**src/rtl/pop_arbiter_pkg.sv**
```systemverilog
// rtl/pop_arbiter_pkg.sv - shared constants, state encoding and index helper for pop_arbiter
package pop_arbiter_pkg;

    localparam int N_FIFOS = 5;
    localparam int IDX_W   = 3;

    typedef enum logic [1:0] {
        IDLE   = 2'd0,
        ACTIVE = 2'd1,
        STALL  = 2'd2
    } state_t;

    // Pointer starts on the last FIFO so the first search begins at index 0.
    localparam logic [IDX_W-1:0] RR_RST = 3'd4;

    // (base + k) mod N_FIFOS for base in 0..4 and k in 1..5.
    function automatic logic [IDX_W-1:0] rr_offset(input logic [IDX_W-1:0] base,
                                                   input int unsigned       k);
        logic [3:0] s;
        s = {1'b0, base} + 4'(k);
        if (s >= 4'(N_FIFOS)) begin
            s = s - 4'(N_FIFOS);
        end
        return s[IDX_W-1:0];
    endfunction

endpackage

```
**src/rtl/pop_arbiter_if.sv**
```systemverilog
// rtl/pop_arbiter_if.sv - FIFO-side and downstream-side signal bundle of pop_arbiter
// Signals:
//   fifo_empty, fifo_data_0..4, dest_almost_full, enable : towards the arbiter
//   pop_0..4, data_out, valid_out, idle                  : from the arbiter
// Modports: slave = arbiter view, master = environment view.
interface pop_arbiter_if #(
    parameter int DATA_W = 6
);
    import pop_arbiter_pkg::*;

    logic [N_FIFOS-1:0] fifo_empty;
    logic [DATA_W-1:0]  fifo_data_0;
    logic [DATA_W-1:0]  fifo_data_1;
    logic [DATA_W-1:0]  fifo_data_2;
    logic [DATA_W-1:0]  fifo_data_3;
    logic [DATA_W-1:0]  fifo_data_4;
    logic               dest_almost_full;
    logic               enable;
    logic               pop_0;
    logic               pop_1;
    logic               pop_2;
    logic               pop_3;
    logic               pop_4;
    logic [DATA_W-1:0]  data_out;
    logic               valid_out;
    logic               idle;

    modport slave (
        input  fifo_empty, fifo_data_0, fifo_data_1, fifo_data_2, fifo_data_3, fifo_data_4,
        input  dest_almost_full, enable,
        output pop_0, pop_1, pop_2, pop_3, pop_4, data_out, valid_out, idle
    );

    modport master (
        output fifo_empty, fifo_data_0, fifo_data_1, fifo_data_2, fifo_data_3, fifo_data_4,
        output dest_almost_full, enable,
        input  pop_0, pop_1, pop_2, pop_3, pop_4, data_out, valid_out, idle
    );

endinterface

```
**src/rtl/pop_arbiter_rr_picker.sv**
```systemverilog
// rtl/pop_arbiter_rr_picker.sv - combinational round-robin search over five requests
// Ports:
//   i_req       in  5  request per FIFO (1 = non-empty)
//   i_rr_ptr    in  3  index granted last; search starts one past it
//   o_grant     out 5  one-hot grant
//   o_grant_idx out 3  index of the granted request
//   o_any_grant out 1  some request was found
module rr_picker
    import pop_arbiter_pkg::*;
(
    input  logic [N_FIFOS-1:0] i_req,
    input  logic [IDX_W-1:0]   i_rr_ptr,
    output logic [N_FIFOS-1:0] o_grant,
    output logic [IDX_W-1:0]   o_grant_idx,
    output logic               o_any_grant
);

    logic [IDX_W-1:0] w_idx;

    always_comb begin
        o_grant     = '0;
        o_grant_idx = '0;
        o_any_grant = 1'b0;
        w_idx       = '0;
        // Offsets 1..5 visit every FIFO once, the last-granted one last.
        for (int k = 1; k <= N_FIFOS; k++) begin
            w_idx = rr_offset(i_rr_ptr, k);
            if (!o_any_grant && i_req[w_idx]) begin
                o_any_grant    = 1'b1;
                o_grant_idx    = w_idx;
                o_grant[w_idx] = 1'b1;
            end
        end
    end

endmodule

```
**src/rtl/pop_arbiter.sv**
```systemverilog
// rtl/pop_arbiter.sv - round-robin pop arbiter over five registered-read FIFOs
// Ports:
//   clk     in  1  clock, posedge
//   reset_L in  1  asynchronous active-low reset
//   bus     slave  fifo_empty/fifo_data_0..4/dest_almost_full/enable in,
//                  pop_0..4/data_out/valid_out/idle out
module pop_arbiter
    import pop_arbiter_pkg::*;
#(
    parameter int DATA_W = 6
) (
    input  logic          clk,
    input  logic          reset_L,
    pop_arbiter_if.slave  bus
);

    state_t             r_state;
    state_t             w_state_nxt;
    logic [IDX_W-1:0]   r_rr_ptr;
    logic [IDX_W-1:0]   r_pend_sel;
    logic               r_pend_v;
    logic [DATA_W-1:0]  r_data_out;
    logic               r_valid_out;

    logic [N_FIFOS-1:0] w_req;
    logic [N_FIFOS-1:0] w_pick;
    logic [N_FIFOS-1:0] w_pop;
    logic [IDX_W-1:0]   w_grant_idx;
    logic               w_pick_any;
    logic               w_grant_en;
    logic               w_grant;
    logic               w_all_empty;
    logic [DATA_W-1:0]  w_rd_data;

    assign w_req       = ~bus.fifo_empty;
    assign w_all_empty = &bus.fifo_empty;

    rr_picker u_picker (
        .i_req       (w_req),
        .i_rr_ptr    (r_rr_ptr),
        .o_grant     (w_pick),
        .o_grant_idx (w_grant_idx),
        .o_any_grant (w_pick_any)
    );

    // Pops come straight from registered state, so an asynchronous reset
    // (state -> IDLE) removes them within the same cycle.
    assign w_grant_en = (r_state == ACTIVE) && bus.enable && !bus.dest_almost_full;
    assign w_pop      = w_grant_en ? w_pick : '0;
    assign w_grant    = w_grant_en && w_pick_any;

    assign bus.pop_0 = w_pop[0];
    assign bus.pop_1 = w_pop[1];
    assign bus.pop_2 = w_pop[2];
    assign bus.pop_3 = w_pop[3];
    assign bus.pop_4 = w_pop[4];

    always_comb begin
        w_state_nxt = r_state;
        case (r_state)
            IDLE: begin
                if (bus.enable && !w_all_empty) begin
                    w_state_nxt = ACTIVE;
                end
            end
            ACTIVE: begin
                if (bus.dest_almost_full || !bus.enable) begin
                    w_state_nxt = STALL;
                end else if (w_all_empty && !r_pend_v) begin
                    w_state_nxt = IDLE;
                end
            end
            STALL: begin
                if (!bus.dest_almost_full && bus.enable) begin
                    w_state_nxt = ACTIVE;
                end
            end
            default: w_state_nxt = IDLE;
        endcase
    end

    // FIFO read data is valid the cycle after its pop, i.e. while r_pend_v is set.
    always_comb begin
        w_rd_data = '0;
        case (r_pend_sel)
            3'd0:    w_rd_data = bus.fifo_data_0;
            3'd1:    w_rd_data = bus.fifo_data_1;
            3'd2:    w_rd_data = bus.fifo_data_2;
            3'd3:    w_rd_data = bus.fifo_data_3;
            3'd4:    w_rd_data = bus.fifo_data_4;
            default: w_rd_data = '0;
        endcase
    end

    always_ff @(posedge clk or negedge reset_L) begin
        if (!reset_L) begin
            r_state     <= IDLE;
            r_rr_ptr    <= RR_RST;
            r_pend_v    <= 1'b0;
            r_pend_sel  <= '0;
            r_data_out  <= '0;
            r_valid_out <= 1'b0;
        end else begin
            r_state  <= w_state_nxt;
            r_pend_v <= w_grant;
            if (w_grant) begin
                r_rr_ptr   <= w_grant_idx;
                r_pend_sel <= w_grant_idx;
            end
            r_valid_out <= r_pend_v;
            if (r_pend_v) begin
                r_data_out <= w_rd_data;
            end
        end
    end

    assign bus.data_out  = r_data_out;
    assign bus.valid_out = r_valid_out;
    assign bus.idle      = (r_state == IDLE) && !r_pend_v && !r_valid_out;

endmodule
```
**src/flat_wrapper.sv**
```systemverilog
// flat-port wrapper written by rule: the top's interface ports become plain ports
module pop_arbiter_flat import pop_arbiter_pkg::*;
#(
    parameter int DATA_W = 6
)
  (clk, reset_L, bus_fifo_empty, bus_fifo_data_0, bus_fifo_data_1, bus_fifo_data_2, bus_fifo_data_3, bus_fifo_data_4, bus_dest_almost_full, bus_enable, bus_pop_0, bus_pop_1, bus_pop_2, bus_pop_3, bus_pop_4, bus_data_out, bus_valid_out, bus_idle);
  pop_arbiter_if #(.DATA_W(DATA_W)) bus_i ();
  input  logic clk;
  input  logic reset_L;
  input wire logic [$bits(bus_i.fifo_empty)-1:0] bus_fifo_empty;
  input wire logic [$bits(bus_i.fifo_data_0)-1:0] bus_fifo_data_0;
  input wire logic [$bits(bus_i.fifo_data_1)-1:0] bus_fifo_data_1;
  input wire logic [$bits(bus_i.fifo_data_2)-1:0] bus_fifo_data_2;
  input wire logic [$bits(bus_i.fifo_data_3)-1:0] bus_fifo_data_3;
  input wire logic [$bits(bus_i.fifo_data_4)-1:0] bus_fifo_data_4;
  input wire logic [$bits(bus_i.dest_almost_full)-1:0] bus_dest_almost_full;
  input wire logic [$bits(bus_i.enable)-1:0] bus_enable;
  output wire logic [$bits(bus_i.pop_0)-1:0] bus_pop_0;
  output wire logic [$bits(bus_i.pop_1)-1:0] bus_pop_1;
  output wire logic [$bits(bus_i.pop_2)-1:0] bus_pop_2;
  output wire logic [$bits(bus_i.pop_3)-1:0] bus_pop_3;
  output wire logic [$bits(bus_i.pop_4)-1:0] bus_pop_4;
  output wire logic [$bits(bus_i.data_out)-1:0] bus_data_out;
  output wire logic [$bits(bus_i.valid_out)-1:0] bus_valid_out;
  output wire logic [$bits(bus_i.idle)-1:0] bus_idle;
  assign bus_i.fifo_empty = bus_fifo_empty;
  assign bus_i.fifo_data_0 = bus_fifo_data_0;
  assign bus_i.fifo_data_1 = bus_fifo_data_1;
  assign bus_i.fifo_data_2 = bus_fifo_data_2;
  assign bus_i.fifo_data_3 = bus_fifo_data_3;
  assign bus_i.fifo_data_4 = bus_fifo_data_4;
  assign bus_i.dest_almost_full = bus_dest_almost_full;
  assign bus_i.enable = bus_enable;
  assign bus_pop_0 = bus_i.pop_0;
  assign bus_pop_1 = bus_i.pop_1;
  assign bus_pop_2 = bus_i.pop_2;
  assign bus_pop_3 = bus_i.pop_3;
  assign bus_pop_4 = bus_i.pop_4;
  assign bus_data_out = bus_i.data_out;
  assign bus_valid_out = bus_i.valid_out;
  assign bus_idle = bus_i.idle;
  pop_arbiter #(.DATA_W(DATA_W)) u_core (.clk(clk), .reset_L(reset_L), .bus(bus_i));
endmodule
```
**config.mk**
```make
export PLATFORM = sky130hd
export DESIGN_NAME = pop_arbiter_flat
export DESIGN_NICKNAME = d
export VERILOG_FILES = /design/src/rtl/pop_arbiter_pkg.sv /design/src/rtl/pop_arbiter_if.sv /design/src/rtl/pop_arbiter_rr_picker.sv /design/src/rtl/pop_arbiter.sv /design/src/flat_wrapper.sv
export SDC_FILE = /design/constraint.sdc
export NUM_CORES = 1
export LEC_CHECK = 0
export CORE_UTILIZATION = 55
export DETAILED_ROUTE_END_ITERATION = 8
export PLACE_DENSITY = 0.95
export SYNTH_ARGS = -nofsm -noshare
export SYNTH_HDL_FRONTEND = slang
export SYNTH_HIERARCHICAL = 1
export SYNTH_SLANG_ARGS = --single-unit
```
**constraint.sdc**
```tcl
create_clock -name clk -period 10.6 [get_ports clk]
set_input_delay 2.12 -clock clk [delete_from_list [all_inputs] [get_ports clk]]
set_output_delay 2.12 -clock clk [all_outputs]
set_load 0.01 [all_outputs]
```
== Word-level counts from Yosys, hierarchy flattened ==
Index checks and enable logic that the tools add are counted.
Storage, ports and cells
  logic and storage cells: 123
  register bits after elaboration: 16
  output and inout port bits: 13
  input port bits: 39
Operators by class
  add/subtract/negate cells: 10
  equal/unequal tests: 9
  bitwise logic cells: 5
  mux-type cells: 47
  reduce and logical (&&, ||, !) cells: 31
  order comparisons: 15
Operator list (count)
  $mux W3: 10
  $mux W5: 6
  $pmux W6 S5: 1
  $ge A4 B3 Y1 const B: 5
  $lt A3 B4 Y1 const B: 5
  $or A5 B5 Y5: 4
  $logic_and A1 B1 Y1: 17
  $bmux W1 S3: 5
  $demux W1 S3: 5
  $ge A3 B1 Y1 const B: 5
  $mux W1: 15
  $sub A3 B3 Y3 const B: 5
  $logic_not A1 Y1: 9
  $add A3 B2 Y4 const B: 2
  $add A3 B3 Y4 const B: 2
  $mux W2: 4
  $eq A3 B2 Y1 const B: 2
  $pmux W2 S3: 1
  $not A5 Y5: 1
  $reduce_and A5 Y1: 1
  $add A3 B1 Y4 const B: 1
  $ne A2 B1 Y1 const B: 2
  $eq A3 B1 Y1 const B: 1
  $eq A3 B3 Y1 const B: 1
  7 further kinds: 7

== Logic depth before layout (Yosys ltp) ==
Gate-level depths: netlist of run 1.
  word-level depth: 19
  gate-level depth with buffers: 17
  gate-level depth less buffers: 14

== Hierarchy ==
Netlist of run 1, hierarchy kept.
Modules (own cells, without submodules)
  rr_picker: seq. area each 0.0 um^2, cells an instance 181, area each 1231.2 um^2, times used 1
  pop_arbiter: seq. area each 351.6 um^2, cells an instance 91, area each 915.9 um^2, times used 1

== Worst setup path after synthesis of run 1 ==
OpenSTA, ideal clock, no wires.
  kind: input -> output
  from: input bus_fifo_empty[1]
  to: output bus_pop_0
  arrival: 4178 ps
  slack: 4302 ps
  cell stages on the path: 10
  required time: 8480 ps
  cell sequence: inv_1 > o31ai_1 > o221ai_1 > and3_1 > buf_6 > or4_1 > buf_2 > or4_1 > o211ai_1 > and2_1
Between the ends
  cells in the longest elaborated chain, start to end: 17
Ends and longest elaborated chain
  start, declared: RTL line flat_wrapper.sv:10  | input wire logic [$bits(bus_i.fifo_empty)-1:0] bus_fifo_empty;
  $not A5 Y5 *: RTL line pop_arbiter.sv:35  | assign w_req = ~bus.fifo_empty;
  $bmux W1 S3: RTL line pop_arbiter_rr_picker.sv:28  | if (!o_any_grant && i_req[w_idx]) begin
  $mux W1 (implied by the code): RTL line pop_arbiter_rr_picker.sv:28
  $mux W1: RTL line pop_arbiter_rr_picker.sv:28
  $logic_not A1 Y1: RTL line pop_arbiter_rr_picker.sv:28
  $logic_and A1 B1 Y1: RTL line pop_arbiter_rr_picker.sv:28
  $mux W1: RTL line pop_arbiter_rr_picker.sv:28
  $logic_not A1 Y1: RTL line pop_arbiter_rr_picker.sv:28
  [... 2 more ...]
  $logic_not A1 Y1: RTL line pop_arbiter_rr_picker.sv:28
  $logic_and A1 B1 Y1: RTL line pop_arbiter_rr_picker.sv:28
  $mux W1: RTL line pop_arbiter_rr_picker.sv:28
  $logic_not A1 Y1: RTL line pop_arbiter_rr_picker.sv:28
  $logic_and A1 B1 Y1: RTL line pop_arbiter_rr_picker.sv:28
  $mux W5 *: RTL line pop_arbiter_rr_picker.sv:28
  named net u_core.w_pick[0]: RTL line pop_arbiter.sv:26  | logic [N_FIFOS-1:0] w_pick;
  $mux W5 *: RTL line pop_arbiter.sv:49  | assign w_pop = w_grant_en ? w_pick : '0;
  end, declared: RTL line flat_wrapper.sv:18  | output wire logic [$bits(bus_i.pop_0)-1:0] bus_pop_0;
Mark *: on every way through the listed nets, which the timed path passes. The rest lies on a longest branch. The select of a mux whose other input is x is not followed.

== Worst setup path in the final report of run 1 ==
  from: register u_core.r_rr_ptr[1]
  to: output bus_pop_0
Between the ends
  cells in the longest elaborated chain, start to end: 19
Ends and longest elaborated chain
  start, declared: RTL line pop_arbiter.sv:19  | logic [IDX_W-1:0] r_rr_ptr;
  start signal, assigned: RTL line pop_arbiter.sv:107  | r_rr_ptr <= w_grant_idx;
  branches (longest 17 deep; another with $add A3 B1 Y4)
  $mux W5 *: RTL line pop_arbiter_rr_picker.sv:28
  named net u_core.w_pick[0]: RTL line pop_arbiter.sv:26
  $mux W5 *: RTL line pop_arbiter.sv:49
Mark *: on every way through the listed nets, which the timed path passes. The select of a mux whose other input is x is not followed.

==> flow_metrics.env, run 1 <==
export IMPL_outcome="completed"
export IMPL_rsz0062_at_grt="false"
export IMPL_dieArea_um2=4160
export IMPL_critPathCapture="bus_pop_0"
export IMPL_start_util=0.578
export IMPL_via_per_inst=6.41
export IMPL_synthArstFlopShare=1.00
export IMPL_fmax_mhz=131
export IMPL_cp_arrival_ps=5510
export IMPL_yosys_area_top_type_share=0.152
export IMPL_netlist_top_cells_count="a21oi_1, nand2_1, nor2_1"
export IMPL_postSynthCellCount=272
export IMPL_wl_per_cell_um=17.8
export IMPL_wl_um=6400
export IMPL_yosys_top_cells_area="dfrtp_1, mux2i_1, ha_1"
export IMPL_hold_class="reg2reg"
export IMPL_use_met2=0.561
export IMPL_relSlewSlack=0.441
export IMPL_postCtsHoldBufs=0
export IMPL_drive_gt1_frac=0.103
export IMPL_synth_edff_count=0
export IMPL_syn_area_per_cell_um2=7.89
export IMPL_synth_warnings=6
export IMPL_crit_chain="inv_1 -> ha_1 -> ha_1 -> a21oi_4 -> mux2i_2 -> mux2i_1 -> o21ai_1 -> and3_1 -> or4_1 -> or4_1 -> o211ai_1 -> and2_1 -> clkdlybuf4s50_1"
export IMPL_yosys_area_top_type="dfrtp_1"
export IMPL_met1_usage=0.383
export IMPL_firstDrtPassIters=5
export IMPL_num_rows=22
export IMPL_ant_nets=0
export IMPL_globalplace_congestion=0.990
export IMPL_worst_pin_slew_ps=838
export IMPL_ys_ff_latch=14
export IMPL_crit_start="u_core/r_rr_ptr[1]"
export IMPL_cpMaxStageDelayCell="dfrtp_1"
export IMPL_peakVddDrop_uv=241
export IMPL_ctsResizeCount=0
export IMPL_ys_flop_type="dfrtp_1"
export IMPL_finalWorstSetupSlack_ps=2970
export IMPL_report_final_hold_viol_count=0
export IMPL_hold_ws_ps=542
export IMPL_via_count=2300
export IMPL_worstPathRequired_ps=8480
export IMPL_grt_max_degree=36
export IMPL_grtUsageMet3=0.0669
export IMPL_min_period_ps=7630
export IMPL_r2r_slack_ps=5970
export IMPL_num_antenna_cells=0
export IMPL_synthesis_nets=322
export IMPL_drv_slew=0
export IMPL_cts_buffers=3
export IMPL_grt_pass1_vias=2172
export IMPL_grt_remaining_overflow=0
export IMPL_port_buffers=51
export IMPL_skew_ps=5.89
export IMPL_synth_most_common_cell="a21oi_1"
export IMPL_synth_seq_area_share=0.164
export IMPL_ys_types=66
export IMPL_drt_initial_drc_count=142
export IMPL_cts_htree_levels=1
export IMPL_coreArea_um2=3720
export IMPL_drv_cap=0
export IMPL_timing_final_crit_share=0.720
export IMPL_finalSetupViolations=0
export IMPL_synth_area_um2=2150
export IMPL_busiest_layer="met2"
export IMPL_fp_dieW_um=64.5
export IMPL_grt_total_usage=0.316
export IMPL_endpoint_kind="output port"
export IMPL_cp_max_fo=23
export IMPL_reg2reg_to="u_core/r_rr_ptr[1]"
export IMPL_dpl_hpwl_um=4720
export IMPL_cts_tree="built"
export IMPL_max_stage_delay_ps=880
export IMPL_reg2reg_depth=11
export IMPL_fin_util=0.715
export IMPL_r2r_start="u_core/r_rr_ptr[1]"
export IMPL_drcViolationCount=0
export IMPL_io_pins=52
export IMPL_setup_worst_path_start_class="register"
export IMPL_cts_sinks=14
export IMPL_clk_latency_ps=250
export IMPL_path_class="reg2out"
export IMPL_tns_ps=0
export IMPL_clockRootBuffer="clkbuf_8"
export IMPL_leakage_nw=1.08
export IMPL_num_nets_final=362
export IMPL_grt_first_pass_wirelength_um=10300
export IMPL_die_y_um=64.5
export IMPL_clk_pin_slew_ps=60
export IMPL_cts_setup_buffers=0
export IMPL_pre_cts_ws_ps=3150
export IMPL_grt_antenna_before_repair=0
export IMPL_p_per_area_nw_per_um2=403
export IMPL_syn_to_final_growth_pct=23.8
export IMPL_cts_buffer_depth=2
metal layers:
layer / part of all wire / vias to the layer above
met5: 0 / -
met4: 0.020 / 0
met3: 0.11 / 16
met2: 0.48 / 161
met1: 0.39 / 1041
li1: - / 1082
cells in the final DEF, fill, tap and decap left out, types with 5 or more instances in the layout:
cell type	Yosys	final
a211oi_1	6	6
a21oi_1	24	24
and2_1	5	5
clkdlybuf4s50_1	0	51
dfrtp_1	13	13
ha_1	10	10
inv_1	15	15
mux2_2	7	7
mux2i_1	14	14
nand2_1	23	23
nand3_1	7	7
nor2_1	20	20
nor2b_1	5	5
nor3_1	7	7
o211ai_1	6	6
o21ai_0	12	12
o31ai_1	6	6
xnor2_1	6	6
stage by stage:
| stage | total power [mW] | instance area [um^2] | cells |
|---|---|---|---|
| 3_5_place_dp | 0.985 | 2600 | 355 |
| 4_1_cts | 1.04 | 2660 | 359 |
| 6_report | 1.07 | 2660 | 359 |
| 5_1_grt | 1.15 | 2660 | 359 |
| 2_1_floorplan | 0.823 | 2150 | 272 |
| 3_3_place_gp | 0.977 | 2600 | 355 |
worst min path at each step:
stage                     slack, ps                      to              startpoint  depth (start not counted)
after floorplan                 430    u_core/bus.valid_out         u_core/r_pend_v                          0
after global placement          510  u_core/bus.data_out[3]  u_core/bus.data_out[3]                          2
after detailed placement        520  u_core/bus.data_out[1]  u_core/bus.data_out[1]                          2
after CTS                       540  u_core/bus.data_out[1]  u_core/bus.data_out[1]                          2
after global routing            550  u_core/bus.data_out[1]  u_core/bus.data_out[1]                          2
final                           540  u_core/bus.data_out[4]  u_core/bus.data_out[4]                          2
area by class of cell:
type	count	area, um^2
multi-input cells	225	1610
flip-flops and latches	14	352
fillers	304	1060
well taps	48	60.1
inverters	16	60.1
clock buffers	4	55.1
repair buffers	52	518
flip-flops by register name, indices dropped and copies added (netlist names):
| name | flops |
|---|---|
| u_core/bus.valid_out | 1 |
| u_core/r_rr_ptr | 3 |
| u_core/r_pend_v | 1 |
| u_core/bus.data_out | 6 |
| u_core/r_state | 2 |
| u_core/r_pend_sel | 1 |
cell families (layout without fill, tap and decap cells):
logic type	after synthesis	after routing	synth area share
AOI/OAI and AO/OA	86	86	0.277
xor gates and xnor gates	6	6	0.0245
buffers and inverters	33	72	0.0845
DFF	14	14	0.164
and+or+nand+nor	92	92	0.224
muxes	30	30	0.159
adders and majority gates	11	11	0.0676
worst max-delay path: cells and delay by family, from the launching register on:
family          cells  cell delay, ps
simple gates        4            1570
flops               1             880
buf+inv             2             830
mux                 2             790
fa+ha+maj           2             710
compound gates      3             450
where the power goes:
group	switching (mW)	total [mW]	internal [mW]
combinational	0.525	0.897	0.372
sequential	0.0455	0.121	0.0759
clock	0.0199	0.0528	0.0329
total	0.590	1.07	0.481
Note: power is estimated with default switching activity, not from simulation.
==> run 2: changes to the inputs <==
--- a/config.mk
+++ b/config.mk
@@ -5,9 +5,9 @@
 export SDC_FILE = /design/constraint.sdc
 export NUM_CORES = 1
 export LEC_CHECK = 0
-export CORE_UTILIZATION = 55
+export CORE_UTILIZATION = 46
 export DETAILED_ROUTE_END_ITERATION = 8
-export PLACE_DENSITY = 0.95
+export PLACE_DENSITY = 0.89
 export SYNTH_ARGS = -nofsm -noshare
 export SYNTH_HDL_FRONTEND = slang
 export SYNTH_HIERARCHICAL = 1
==> constraint.sdc (replaced) <==
create_clock -name clk -period 6.5 [get_ports clk]
set_input_delay 1.3 -clock clk [delete_from_list [all_inputs] [get_ports clk]]
set_output_delay 1.3 -clock clk [all_outputs]
set_load 0.01 [all_outputs]
==> flow_metrics.env, run 2 (same netlist as run 1, synthesis figures left out) <==
export IMPL_outcome="completed"
export IMPL_ctsResizeCount=0
export IMPL_endpoint_kind="output port"
export IMPL_path_class="reg2out"
export IMPL_tns_ps=0
export IMPL_relSlewSlack=0.602
export IMPL_rsz0062_at_grt="false"
export IMPL_final_cell_mix="clkdlybuf4s50_1, a21oi_1, nand2_1"
export IMPL_power_frac_clock=0.042
export IMPL_num_rows=24
export IMPL_coreArea_um2=4410
export IMPL_clk_latency_ps=250
export IMPL_cts_buffer_depth=2
export IMPL_cts_tree="built"
export IMPL_drcViolationCount=0
export IMPL_timing_final_crit_share=0.933
export IMPL_grt_max_degree=22
export IMPL_reg2reg_depth=13
export IMPL_grt_antenna_before_repair=0
export IMPL_start_util=0.486
export IMPL_postCtsHoldBufs=0
export IMPL_fp_dieW_um=70.3
export IMPL_clockRootBuffer="clkbuf_8"
export IMPL_peakVddDrop_uv=385
export IMPL_finalSetupViolations=0
export IMPL_p_sw_frac=0.539
export IMPL_via_count=2217
export IMPL_worst_pin_slew_ps=582
export IMPL_wl_per_cell_um=15.8
export IMPL_ant_nets=0
export IMPL_num_antenna_cells=0
export IMPL_grt_total_usage=0.233
export IMPL_wl_um=5830
export IMPL_io_pins=52
export IMPL_placed_area_um2=2650
export IMPL_cts_htree_levels=1
export IMPL_reg2reg_to="u_core/r_rr_ptr[0]"
export IMPL_p_per_area_nw_per_um2=643
export IMPL_worstPathRequired_ps=5200
export IMPL_dpl_hpwl_um=4600
export IMPL_syn_to_final_growth_pct=25.3
export IMPL_globalplace_congestion=0.978
export IMPL_intPower_mw=0.797
export IMPL_num_nets_final=367
export IMPL_skew_ps=1.49
export IMPL_die_y_um=70.3
export IMPL_finalWorstSetupSlack_ps=435
export IMPL_leakage_nw=1.10
export IMPL_r2r_start="u_core/r_rr_ptr[0]"
export IMPL_port_buffers=51
export IMPL_r2r_slack_ps=2510
export IMPL_grt_first_pass_wirelength_um=9400
export IMPL_min_period_ps=6060
export IMPL_switchingPower_mw=0.934
export IMPL_drv_slew=0
export IMPL_firstDrtPassIters=5
export IMPL_drt_initial_drc_count=126
export IMPL_via_per_inst=6.02
export IMPL_crit_start="u_core/r_rr_ptr[0]"
export IMPL_cp_max_fo=13
export IMPL_cts_setup_buffers=0
export IMPL_grt_pass1_vias=2086
export IMPL_cts_buffers=3
export IMPL_post_route_cell_area_um2=2690
export IMPL_critPathCapture="bus_pop_0"
export IMPL_pre_cts_ws_ps=658
export IMPL_combPwrFrac=0.864
export IMPL_cp_arrival_ps=4760
export IMPL_hold_class="reg2reg"
export IMPL_fmax_mhz=165
export IMPL_p_seq_frac=0.095
export IMPL_largest_reg_flops=6
export IMPL_setup_worst_path_start_class="register"
export IMPL_drv_cap=0
export IMPL_drive_gt1_frac=0.114
export IMPL_report_final_hold_viol_count=0
export IMPL_grt_remaining_overflow=0
export IMPL_clk_pin_slew_ps=50
export IMPL_final_common_cell="clkdlybuf4s50_1"
export IMPL_cts_sinks=14
export IMPL_dieArea_um2=4940
## run 2: changes by cell type in the layout (fill, tap and decap cells not counted), sizes merged
| cell | before | now |
|---|---|---|
| buf | 1 | 6 |
## run 2: routing by layer
layer  global-route usage  vias to the layer above  part of all wire
li1                     -                     1086                 -
met1                0.276                     1020              0.42
met2                0.431                      102              0.48
met3               0.0346                        9             0.091
met4               0.0600                        0             0.014
met5                    0                        -                 0
## run 2: layout make-up
type,instances,area [um^2]
Inverter,16,60.1
Sequential cell,14,352
Tap cell,52,65.1
Fill cell,401,1720
Multi-Input combinational cell,225,1610
Timing Repair Buffer,57,556
Clock buffer,4,45.0
## run 2: power by group through the flow
stage / Sequential [mW] / Clock [mW] / Combinational [mW]
after floorplan: 0.170 / 0 / 1.17
after global placement: 0.163 / 0 / 1.44
after detailed placement: 0.164 / 0 / 1.46
after CTS: 0.163 / 0.0747 / 1.47
after global routing: 0.170 / 0.0770 / 1.63
final: 0.164 / 0.0722 / 1.50
## run 2: worst min path at each step
| stage | from | to | slack [ps] | cells past startpoint |
|---|---|---|---|---|
| 6_report | u_core/bus.data_out[3] | u_core/bus.data_out[3] | 520 | 2 |
| 5_1_grt | u_core/bus.data_out[3] | u_core/bus.data_out[3] | 560 | 2 |
| 4_1_cts | u_core/bus.data_out[3] | u_core/bus.data_out[3] | 520 | 2 |
| 3_5_place_dp | u_core/bus.data_out[3] | u_core/bus.data_out[3] | 510 | 2 |
| 3_3_place_gp | u_core/bus.data_out[3] | u_core/bus.data_out[3] | 500 | 2 |
| 2_1_floorplan | u_core/r_pend_v | u_core/bus.valid_out | 430 | 0 |
## run 2: worst max-delay path, stage by stage (launching register included)
cell and delay, ps:
dfrtp_1 380, inv_2 140, ha_1 230, ha_1 450, a21oi_4 230, mux2i_2 460, mux2i_1 340, o21ai_1 110
and3_1 290, or4_1 670, or4_1 450, o211ai_1 110, and2_1 140, clkdlybuf4s50_1 520
## run 2: through the flow
step           hold WS (ps)  power (mW)  std cells   util
6_report                522        1.73        368  0.610
4_1_cts                 525        1.70        368  0.610
3_3_place_gp            500        1.61        364  0.599
2_1_floorplan           433        1.34        272      -
3_5_place_dp            511        1.62        364  0.599
5_1_grt                 559        1.88        368  0.610
==> run 3: changes to the inputs <==
--- a/config.mk
+++ b/config.mk
@@ -6,8 +6,11 @@
 export NUM_CORES = 1
 export LEC_CHECK = 0
 export CORE_UTILIZATION = 46
+export CTS_CLUSTER_DIAMETER = 150
 export DETAILED_ROUTE_END_ITERATION = 8
 export PLACE_DENSITY = 0.89
+export SKIP_CTS_REPAIR_TIMING = 1
+export SLEW_MARGIN = 0
 export SYNTH_ARGS = -nofsm -noshare
 export SYNTH_HDL_FRONTEND = slang
 export SYNTH_HIERARCHICAL = 1
==> results of run 3 <==
No change in the layout: final DEF, timing and power equal those of run 2.
